<file path="config.mk">
export PLATFORM = sky130hd
export DESIGN_NAME = hps_result_capture_flat
export DESIGN_NICKNAME = d
export VERILOG_FILES = /design/src/rtl/hps_result_capture_pkg.sv /design/src/rtl/hps_result_capture_if.sv /design/src/rtl/hps_sync_fifo.sv /design/src/rtl/hps_result_capture.sv /design/src/flat_wrapper.sv
export SDC_FILE = /design/constraint.sdc
export NUM_CORES = 1
export LEC_CHECK = 0
export ABC_AREA = 1
export CORE_MARGIN = 10
export CORE_UTILIZATION = 49
export DETAILED_ROUTE_END_ITERATION = 8
export GPL_ROUTABILITY_DRIVEN = 0
export PLACE_DENSITY = 0.79
export SETUP_SLACK_MARGIN = 0.2
export SYNTH_ARGS = -nofsm -noshare
export SYNTH_HDL_FRONTEND = slang
export SYNTH_HIERARCHICAL = 1
export SYNTH_SLANG_ARGS = --single-unit
</file>
<file path="constraint.sdc">
create_clock -name clk -period 2.4 [get_ports clk]
set_input_delay 0.48 -clock clk [delete_from_list [all_inputs] [get_ports clk]]
set_output_delay 0.48 -clock clk [all_outputs]
set_load 0.05 [all_outputs]
</file>
<file path="src/rtl/hps_result_capture_pkg.sv">
// Register map constants for the fabric-to-HPS result capture block.
package hps_capture_pkg;
   localparam logic [1:0] ADDR_DATA    = 2'd0;
   localparam logic [1:0] ADDR_STATUS  = 2'd1;
   localparam logic [1:0] ADDR_IRQ_EN  = 2'd2;
   localparam logic [1:0] ADDR_CONTROL = 2'd3;

   localparam int OVF_BIT        = 16;
   localparam int EMPTY_BIT      = 17;
   localparam int FULL_BIT       = 18;
   localparam int CTRL_FLUSH_BIT = 0;
endpackage

</file>
<file path="src/rtl/hps_result_capture_if.sv">
// Avalon-MM slave bus seen by the HPS lightweight bridge.
interface hps_result_capture_if;
   logic [1:0]  address;
   logic        chipselect;
   logic        read;
   logic        write_n;
   logic [31:0] writedata;
   logic [31:0] readdata;

   modport master (
      output address, chipselect, read, write_n, writedata,
      input  readdata
   );

   modport slave (
      input  address, chipselect, read, write_n, writedata,
      output readdata
   );
endinterface

</file>
<file path="src/rtl/hps_sync_fifo.sv">
// Show-ahead synchronous FIFO; flush overrides push and pop.
module hps_sync_fifo #(
   parameter int DATA_W = 20,
   parameter int DEPTH  = 4,
   localparam int PTR_W = $clog2(DEPTH),
   localparam int CNT_W = $clog2(DEPTH) + 1
) (
   input  logic              clk,
   input  logic              reset_n,
   input  logic              push,
   input  logic              pop,
   input  logic              flush,
   input  logic [DATA_W-1:0] wdata,
   output logic [DATA_W-1:0] rdata,
   output logic [CNT_W-1:0]  count,
   output logic              empty,
   output logic              full
);
   logic [DATA_W-1:0] r_mem [DEPTH];
   logic [PTR_W-1:0]  r_rd_ptr;
   logic [PTR_W-1:0]  r_wr_ptr;
   logic [CNT_W-1:0]  r_count;
   logic              w_push;
   logic              w_pop;

   assign empty  = (r_count == '0);
   assign full   = (r_count == CNT_W'(DEPTH));
   assign w_push = push & ~full;
   assign w_pop  = pop & ~empty;
   assign rdata  = r_mem[r_rd_ptr];
   assign count  = r_count;

   always_ff @(posedge clk) begin
      if (!reset_n || flush) begin
         r_rd_ptr <= '0;
         r_wr_ptr <= '0;
         r_count  <= '0;
      end else begin
         if (w_push) r_wr_ptr <= r_wr_ptr + 1'b1;
         if (w_pop)  r_rd_ptr <= r_rd_ptr + 1'b1;
         if (w_push && !w_pop)      r_count <= r_count + 1'b1;
         else if (w_pop && !w_push) r_count <= r_count - 1'b1;
      end
   end

   // Storage is not reset; pointers alone define validity.
   always_ff @(posedge clk) begin
      if (w_push) r_mem[r_wr_ptr] <= wdata;
   end
endmodule

</file>
<file path="src/rtl/hps_result_capture.sv">
// Result FIFO with Avalon-MM status/data registers and level interrupt.
module hps_result_capture
   import hps_capture_pkg::*;
#(
   parameter int DATA_W = 20,
   parameter int DEPTH  = 4,
   localparam int CNT_W = $clog2(DEPTH) + 1
) (
   input  logic              clk,
   input  logic              reset_n,
   hps_result_capture_if.slave avs,
   input  logic [DATA_W-1:0] in_data,
   input  logic              in_valid,
   output logic              in_ready,
   output logic              irq
);
   logic              r_overflow;
   logic              r_irq_en;
   logic              w_wr;
   logic              w_rd;
   logic              w_pop;
   logic              w_push;
   logic              w_flush;
   logic              w_ovf_set;
   logic              w_ovf_clr;
   logic [DATA_W-1:0] w_head;
   logic [CNT_W-1:0]  w_count;
   logic              w_empty;
   logic              w_full;
   logic              w_unused_wd;

   assign w_wr = avs.chipselect & ~avs.write_n;
   assign w_rd = avs.chipselect & avs.read;

   assign w_pop   = w_rd & (avs.address == ADDR_DATA) & ~w_empty;
   assign w_push  = in_valid & ~w_full;
   assign w_flush = w_wr & (avs.address == ADDR_CONTROL)
                  & avs.writedata[CTRL_FLUSH_BIT];

   assign w_ovf_set = in_valid & w_full;
   assign w_ovf_clr = w_wr & (avs.address == ADDR_STATUS)
                    & avs.writedata[OVF_BIT];

   assign w_unused_wd = ^{avs.writedata[31:17], avs.writedata[15:1]};

   hps_sync_fifo #(
      .DATA_W (DATA_W),
      .DEPTH  (DEPTH)
   ) u_fifo (
      .clk     (clk),
      .reset_n (reset_n),
      .push    (w_push),
      .pop     (w_pop),
      .flush   (w_flush),
      .wdata   (in_data),
      .rdata   (w_head),
      .count   (w_count),
      .empty   (w_empty),
      .full    (w_full)
   );

   always_ff @(posedge clk) begin
      if (!reset_n) begin
         r_overflow <= 1'b0;
         r_irq_en   <= 1'b0;
      end else begin
         if (w_ovf_set)      r_overflow <= 1'b1;
         else if (w_ovf_clr) r_overflow <= 1'b0;
         if (w_wr && avs.address == ADDR_IRQ_EN)
            r_irq_en <= avs.writedata[0];
      end
   end

   assign in_ready = ~w_full;
   assign irq      = r_irq_en & ~w_empty;

   always_comb begin
      avs.readdata = '0;
      unique case (avs.address)
         ADDR_DATA: begin
            if (!w_empty) avs.readdata[DATA_W-1:0] = w_head;
         end
         ADDR_STATUS: begin
            avs.readdata[CNT_W-1:0] = w_count;
            avs.readdata[OVF_BIT]   = r_overflow;
            avs.readdata[EMPTY_BIT] = w_empty;
            avs.readdata[FULL_BIT]  = w_full;
         end
         ADDR_IRQ_EN:  avs.readdata[0] = r_irq_en;
         ADDR_CONTROL: avs.readdata = '0;
         default:      avs.readdata = '0;
      endcase
   end
endmodule
</file>
<file path="src/flat_wrapper.sv">
// flat-port wrapper written by rule: the top's interface ports become plain ports
module hps_result_capture_flat import hps_capture_pkg::*;
#(
   parameter int DATA_W = 20,
   parameter int DEPTH  = 4,
   localparam int CNT_W = $clog2(DEPTH) + 1
)
  (clk, reset_n, in_data, in_valid, in_ready, irq, avs_address, avs_chipselect, avs_read, avs_write_n, avs_writedata, avs_readdata);
  hps_result_capture_if avs_i ();
  input  logic clk;
  input  logic reset_n;
  input  logic [DATA_W-1:0] in_data;
  input  logic in_valid;
  output logic in_ready;
  output logic irq;
  input wire logic [$bits(avs_i.address)-1:0] avs_address;
  input wire logic [$bits(avs_i.chipselect)-1:0] avs_chipselect;
  input wire logic [$bits(avs_i.read)-1:0] avs_read;
  input wire logic [$bits(avs_i.write_n)-1:0] avs_write_n;
  input wire logic [$bits(avs_i.writedata)-1:0] avs_writedata;
  output wire logic [$bits(avs_i.readdata)-1:0] avs_readdata;
  assign avs_i.address = avs_address;
  assign avs_i.chipselect = avs_chipselect;
  assign avs_i.read = avs_read;
  assign avs_i.write_n = avs_write_n;
  assign avs_i.writedata = avs_writedata;
  assign avs_readdata = avs_i.readdata;
  hps_result_capture #(.DATA_W(DATA_W), .DEPTH(DEPTH)) u_core (.clk(clk), .reset_n(reset_n), .avs(avs_i), .in_data(in_data), .in_valid(in_valid), .in_ready(in_ready), .irq(irq));
endmodule
</file>
# After elaboration in Yosys (flattened, before gate mapping)
# Memory sizes are Yosys's and may differ from the RTL's. A register that Yosys moved wholly into a read port is not among the register bits.
# Index checks and enable logic that the tools add are counted.
# Widths: inputs -> output; s select.
# classes
n_addsub	4
eq_ne	4
n_mux	14
n_bitwise	16
reduce_logical	11
# ops
operator	count
$mux 20	1
$and 1x1->1	13
$mux 13	1
$mux 3	2
$pmux 3 s2	1
$mux 1	5
$add 2x1->2 const B	2
$eq 2x2->1 const B	2
$mux 2	2
$pmux 1 s4	1
$pmux 2 s2	1
$reduce_bool 2->1	2
$add 3x1->3 const B	1
$eq 3x3->1 const B	1
$logic_and 1x1->1	3
$logic_not 1->1	3
$logic_not 3->1	1
$not 1->1	3
$sub 3x1->3 const B	1
$eq 2x1->1 const B	1
$logic_not 2->1	1
$logic_or 1x1->1	1
# totals
regBits	9
mem_bits_rw	80
input_bits	60
output_inout_bits	34
elab_cells	55
mem_count	1
# mem_list
memory	words	word_bits	rd	rd_clocked_by_memory_dff	write_ports	line_no	rtl
u_core.u_fifo.r_mem	4	20	1	1	1	hps_sync_fifo.sv:19	logic [DATA_W-1:0] r_mem [DEPTH];

# Logic depth before layout (Yosys ltp)
# Gate-level depths: netlist of the first run.
# depth
depth_word	8
ltp_mapped	17
depth_no_buf	16

# By module
# Netlist of the first run, hierarchy kept.
# by_module_without_submodules
module	n_inst	cells_per_inst	area_per_inst_um2	seq_area_each_um2
hps_sync_fifo	1	266	3445.8	2582.5
hps_result_capture	1	89	465.4	40.0

# Worst setup path after synthesis of the first run
# Ideal clock, no wire load.
# synth_timing
path_kind	register to output
start	reg u_core.u_fifo.r_count[0] (netlist: u_core/u_fifo/count[0])
end	out avs_readdata[16]
t_arrival_ps	1709
t_required_ps	1920
setup_slack_ps	211
path_stages_with_launch	8
path_buffers	1
cell_sequence	dfxtp_1 nor2_2 nand2_1 inv_1 inv_1 nand3_2 buf_6 o22ai_1
# synth_via
elab_chain_len	3
# synth_lines
item	line_no	rtl
from (decl)	hps_sync_fifo.sv:22	logic [CNT_W-1:0] r_count;
from (signal assigned)	hps_sync_fifo.sv:41	if (w_push && !w_pop) r_count <= r_count + 1'b1;
from (signal assigned)	hps_sync_fifo.sv:42	else if (w_pop && !w_push) r_count <= r_count - 1'b1;
$logic_not 3->1	hps_sync_fifo.sv:26	assign empty = (r_count == '0);
via u_core.w_empty	hps_result_capture.sv:28	logic w_empty;
$mux 20	hps_result_capture.sv:81	if (!w_empty) avs.readdata[DATA_W-1:0] = w_head;
$pmux 3 s2	hps_result_capture.sv:79	unique case (avs.address)
to (decl)	flat_wrapper.sv:21	output wire logic [$bits(avs_i.readdata)-1:0] avs_readdata;
# The timed path passes the listed nets, and every way through them passes these cells.

==> summary.txt, run 1 <==
Placed Instances -> 509
Clk sinks -> 91
Simple-gate share of the synthesized area -> 0.114
Crit. End Element -> output port
I/O Pins -> 94
Mux contribution to synthesized area -> 0
Status -> completed
VDD IR max -> 0.440 mV
Layout cell share with drive strength beyond 1 -> 0.216
Dpl ws -> 0.0524 ns
Flops & latches, synth -> 91
Final worst slack -> 0.241 ns
Post-DP Area -> 4550 µm²
Initial antenna violation count -> 0
Cells after Synth -> 355
Compound-Gate Fraction of Synth Area -> 0.102
Fin crit share -> 0.899
First drt pass iteration count -> 4
Yosys top cell area share -> 0.614
P_leak -> 1.99 nW
Die ar. -> 12000 µm²
Number of distinct library cells after synthesis -> 26
Fin area -> 5030 µm²
Vias -> 2796
Post-Synth Adder-Cell Area -> 0.0211
Post-DP HPWL -> 5.53 mm
Area leader, netlist -> edfxtp_1
Core ar. -> 7730 µm²
Die width -> 109 µm
Syn_area_per_cell -> 11.0 µm²
PwrDens -> 949 nW/µm²
Worst R2R Start -> u_core/u_fifo/count[2]
Number of CTS-inserted buffers -> 9
HP Start -> u_core/u_fifo/count[1]
Max_cap viols -> 0
Post-synthesis sequential area ratio -> 0.671
Vias per std cell -> 5.21
Non-Filler Instances -> 537
Die height -> 109 µm
Final Hold Fails -> 0
WL/cell -> 16.2 µm
Post-Synth XOR/XNOR Area -> 0.00224
Input/output buffers -> 51
First-pass GRT wire length -> 13.0 mm
Post-DRT Antenna Nets -> 0
GRT Overall Usage -> 0.139
Tmin final -> 2.16 ns
Layout net count -> 496
Detailed Route Iter0 Violations -> 210
Critical Path AT -> 1.68 ns
Fmax -> 463 MHz
Later-pin clock latency in the skew report -> 0.35 ns
Reg clk slew, reported paths -> 0.08 ns
Cell Rows -> 32
Post-Syn Area -> 3910 µm²
Largest family of logic cells by synthesized area -> simple AND/OR/NAND/NOR gates
Initial core utilization -> 0.506
Max Transition Viols Final -> 0
Setup repair after global routing missed its margin -> no
CTS tree -> built
Tightest Hold Check Type -> register to register
H-tree depth -> 3
Drt drc -> 0
Setup crit start kind -> register
Largest net degree at the start of global routing -> 23
Area growth syn-to-layout -> 28.5%
Clk Tree Root Cell -> clkbuf_8
WS Path Type -> register to output port
CTS Buffer Depth -> 2
Final wirelength -> 8.71 mm
Synth top area cells -> edfxtp_1, nor2_1, dfxtp_1
Clk_skew -> 0.0139 ns
Vias in the first global route -> 2666
Antenna diodes -> 0
Gr ovfl total -> 0
Warnings, synthesis -> 6
Setup_tns -> 0 ns
Final setup violation count -> 0
Crit path required time -> 1.92 ns
Crit path max fanout -> 18
## per-layer routing
metal	vias to the layer above	global-route usage	part of all wire	routed length [µm]
li1	1337	-	-	-
met1	1334	0.159	0.40	3500
met2	111	0.244	0.49	4310
met3	14	0.0357	0.086	746
met4	0	0.0511	0.018	154
met5	-	0	0	0
## worst max-delay path: stages (launching register included)
cell,delay [ns]
dfxtp_4,0.38
inv_4,0.11
buf_12,0.16
nor2_1,0.06
o22ai_1,0.22
inv_1,0.07
nor2_1,0.15
buf_6,0.18
## state kept, by name, indices dropped and copies added, names as in the netlist, named ones only
signal / count
u_core/r_overflow: 1
u_core/u_fifo/count: 3
u_core/u_fifo/r_wr_ptr: 2
u_core/r_irq_en: 1
u_core/u_fifo/r_mem: 80
u_core/u_fifo/r_rd_ptr: 2
## synthesized netlist by cell type
| master | count |
|---|---|
| conb_1 | 1 |
| o21bai_1 | 1 |
| clkbuf_1 | 4 |
| nand3b_1 | 1 |
| buf_6 | 1 |
| fa_1 | 1 |
| o21ai_2 | 2 |
| o22ai_1 | 23 |
| nand3_2 | 1 |
| nor2_1 | 71 |
| buf_2 | 8 |
| nand2_1 | 21 |
| buf_4 | 13 |
| xor2_1 | 1 |
| inv_1 | 44 |
| nand3_1 | 8 |
| nor4_1 | 1 |
| nand4_1 | 1 |
| inv_2 | 5 |
| ha_1 | 5 |
| nand2_2 | 3 |
| edfxtp_1 | 80 |
| a21oi_1 | 6 |
| dfxtp_1 | 11 |
| nor2_2 | 2 |
| o21ai_1 | 40 |
## cell families after synthesis
family                   Yosys count
buffers and inverters             75
adder cells (fa/ha/maj)            6
XOR/XNOR                           1
AND/OR/NAND/NOR                  109
AO/OA/AOI/OAI                     72
other                              1
flip-flops                        91
## timing repair
item	in CTS	in global routing
buffers inserted	3	7
endpoints found under the setup margin	22	19
pin swaps	0	2
hold buffers	0	0
gates resized for setup	19	25
cloned	0	2
## path summary, 6_finish.rpt
path | cells past startpoint | endpoint | slack [ns]
worst max-delay path | 7 | avs_readdata[12] | 0.24
worst min-delay path | 2 | u_core/u_fifo/count[1] | 0.51
worst max register to register | 12 | u_core/u_fifo/count[1] | 0.41
worst min register to register | 2 | u_core/u_fifo/count[1] | 0.51
## cells in the final DEF, fill, tap and decap left out, types with 6 or more instances in the layout
cell and count:
buf_6 8, inv_1 42, clkdlybuf4s50_1 27, edfxtp_1 80, buf_12 7, dfxtp_1 6
nand3_1 8, conb_1 12, a21oi_1 6, clkbuf_8 9, o22ai_1 20, nor2_1 66
buf_4 30, nand2_1 20, o21ai_1 40
## power breakdown
part	total [mW]	switching, mW	internal, mW
logic	1.61	1.01	0.603
clock network	1.03	0.537	0.497
registers	2.13	0.102	2.03
## metrics by stage
stage	power, mW	utilization	hold slack, ns
floorplan	3.06	-	0.466
global placement	3.49	0.589	0.485
detailed placement	3.54	0.589	0.502
CTS	4.60	0.624	0.499
global route	5.01	0.650	0.524
finish	4.77	0.650	0.508
## area by class of cell
class	instances	area (µm²)
fill	554	2700
multi-input combinational	200	1040
sequential	91	2640
clock inverter	6	72.6
tap	102	128
inverter	49	190
timing repair buffer	79	836
clock buffer	10	128
Power figures use the tool's default switching activity.
==> inputs of run 2 (changes only) <==
--- a/config.mk
+++ b/config.mk
@@ -16,3 +16,4 @@
 export SYNTH_HDL_FRONTEND = slang
 export SYNTH_HIERARCHICAL = 1
 export SYNTH_SLANG_ARGS = --single-unit
+export TNS_END_PERCENT = 10
==> run 2 against run 1 <==
  * Worst setup slack got worse by 0.014 ns
  * Count of clock-buffer cells in the layout unchanged
  * Critical path depth increased by 1
  * Combinational power decreased by 4%
  * Hold slack about the same
  * Via count decreased by 1.2%
  * Die area unchanged
  * Utilization decreased by 0.37 points
  * Wire length increased by 0.21%
  * First-iteration DRC count increased by 3.3%
  * Clock power about the same
  * Critical endpoint is now avs_readdata[16]
  * Largest cell class unchanged
  * Highest routed layer unchanged
==> summary.txt, run 2 (same netlist as run 1, synthesis figures left out) <==
Tmin final -> 2.17 ns
Crit-path most repeated cell -> inv_1
Largest Register -> u_core/u_fifo/r_mem
Final worst slack -> 0.227 ns
Dpl ws -> 0.0524 ns
PwrDens -> 945 nW/µm²
Crit. End Element -> output port
P_leak -> 1.97 nW
Vias -> 2763
Post-DP HPWL -> 5.53 mm
CTS tree -> built
Setup_tns -> 0 ns
WHS -> 0.508 ns
H-tree depth -> 3
Number of CTS-inserted buffers -> 9
Clk sinks -> 91
Crit path max fanout -> 10
Fmax -> 460 MHz
Die ar. -> 12000 µm²
Clk_skew -> 0.0121 ns
Max FFs per register -> 80
Antenna diodes -> 0
PnR Total Power -> 4.72 mW
Layout net count -> 493
WL/cell -> 16.3 µm
Area growth syn-to-layout -> 27.8%
Layout cell share with drive strength beyond 1 -> 0.211
Slowest-stage cell, CP -> dfxtp_2
Setup repair after global routing missed its margin -> yes
Final wirelength -> 8.73 mm
Status -> completed
Clk Tree Root Cell -> clkbuf_8
Core ar. -> 7730 µm²
Final setup violation count -> 0
Placed Instances -> 509
Tightest Hold Check Type -> register to register
Cell Rows -> 32
Final Hold Fails -> 0
I/O Pins -> 94
Hold-fix buffers, CTS -> 0
Vias in the first global route -> 2668
First drt pass iteration count -> 4
Crit-path cells -> inv_1 > nand2_2 > inv_1 > inv_2 > nand3_4 > buf_12 > o22ai_1 > buf_4
Met3 Use GR -> 0.0357
First-pass GRT wire length -> 12.9 mm
VDD IR max -> 0.438 mV
Commonest cells after routing, fill and taps aside -> edfxtp_1, nor2_1, inv_1, o21ai_1, buf_4
GR Layer Usage met2 -> 0.244
Busiest grt layer -> met2
CTS Buffer Depth -> 2
Post-DRT Antenna Nets -> 0
Met1 usage -> 0.157
Initial core utilization -> 0.506
WS Path Type -> register to output port
Max_cap viols -> 0
Largest stage delay, worst path -> 0.36 ns
Vias per std cell -> 5.17
Input/output buffers -> 51
Fin crit share -> 0.905
Die width -> 109 µm
GRT Overall Usage -> 0.138
Crit path required time -> 1.92 ns
Setup crit start kind -> register
Detailed Route Iter0 Violations -> 217
Non-Filler Instances -> 534
Reg clk slew, reported paths -> 0.09 ns
Largest net degree at the start of global routing -> 23
Most common cell after layout, fill and taps aside -> edfxtp_1
Initial antenna violation count -> 0
Drt drc -> 0
Max Transition Viols Final -> 0
Die height -> 109 µm
Critical Path AT -> 1.69 ns
Later-pin clock latency in the skew report -> 0.36 ns
Gr ovfl total -> 0
-- run 2: changes by cell type in the layout (fill, tap and decap cells not counted), sizes merged --
cell  change
buf       -3
-- run 2: what timing repair did --
| item | in CTS | in global routing |
|---|---|---|
| cloned | 0 | 2 |
| pin swaps | 0 | 2 |
| setup buffers | 0 | 7 |
| gates resized for setup | 17 | 25 |
| setup endpoints to repair | 22 | 20 |
-- run 2: worst paths after layout --
check / from / to / slack, ns / cells after the start
worst max-delay path: u_core/u_fifo/count[2] / avs_readdata[16] / 0.23 / 8
worst min-delay path: u_core/u_fifo/count[1] / u_core/u_fifo/count[1] / 0.51 / 2
worst max register to register: u_core/u_fifo/count[2] / u_core/u_fifo/count[1] / 0.33 / 12
worst min register to register: u_core/u_fifo/count[1] / u_core/u_fifo/count[1] / 0.51 / 2
-- run 2: worst max-delay path: cells and delay by family (launching register included) --
| family | cells | cell delay [ns] |
|---|---|---|
| and+or+nand+nor | 2 | 0.23 |
| buffers and inverters | 5 | 0.63 |
| AOI/OAI and AO/OA | 1 | 0.12 |
| DFF | 1 | 0.36 |
-- run 2: metrics by stage --
stage           util  area (µm²)
2_1_floorplan      -        3950
3_3_place_gp   0.589        4550
3_5_place_dp   0.589        4550
4_1_cts        0.620        4790
5_1_grt        0.647        5000
6_report       0.647        5000
-- run 2: report_power, final --
group / total (mW) / internal, mW / switching (mW)
clock: 1.04 / 0.497 / 0.547
sequential: 2.13 / 2.03 / 0.102
combinational: 1.55 / 0.559 / 0.995
-- run 2: area by class of cell --
cell class | instances | area [µm²]
sequential | 91 | 2640
inverter | 49 | 190
tap | 102 | 128
clock buffer | 10 | 128
timing repair buffer | 76 | 807
clock inverter | 6 | 72.6
multi-input combinational | 200 | 1040
fill | 553 | 2730
-- run 2: per-layer routing --
layer	vias to the layer above	wire, µm
li1	1332	-
met1	1331	3600
met2	92	4410
met3	8	610
met4	0	107
met5	-	0
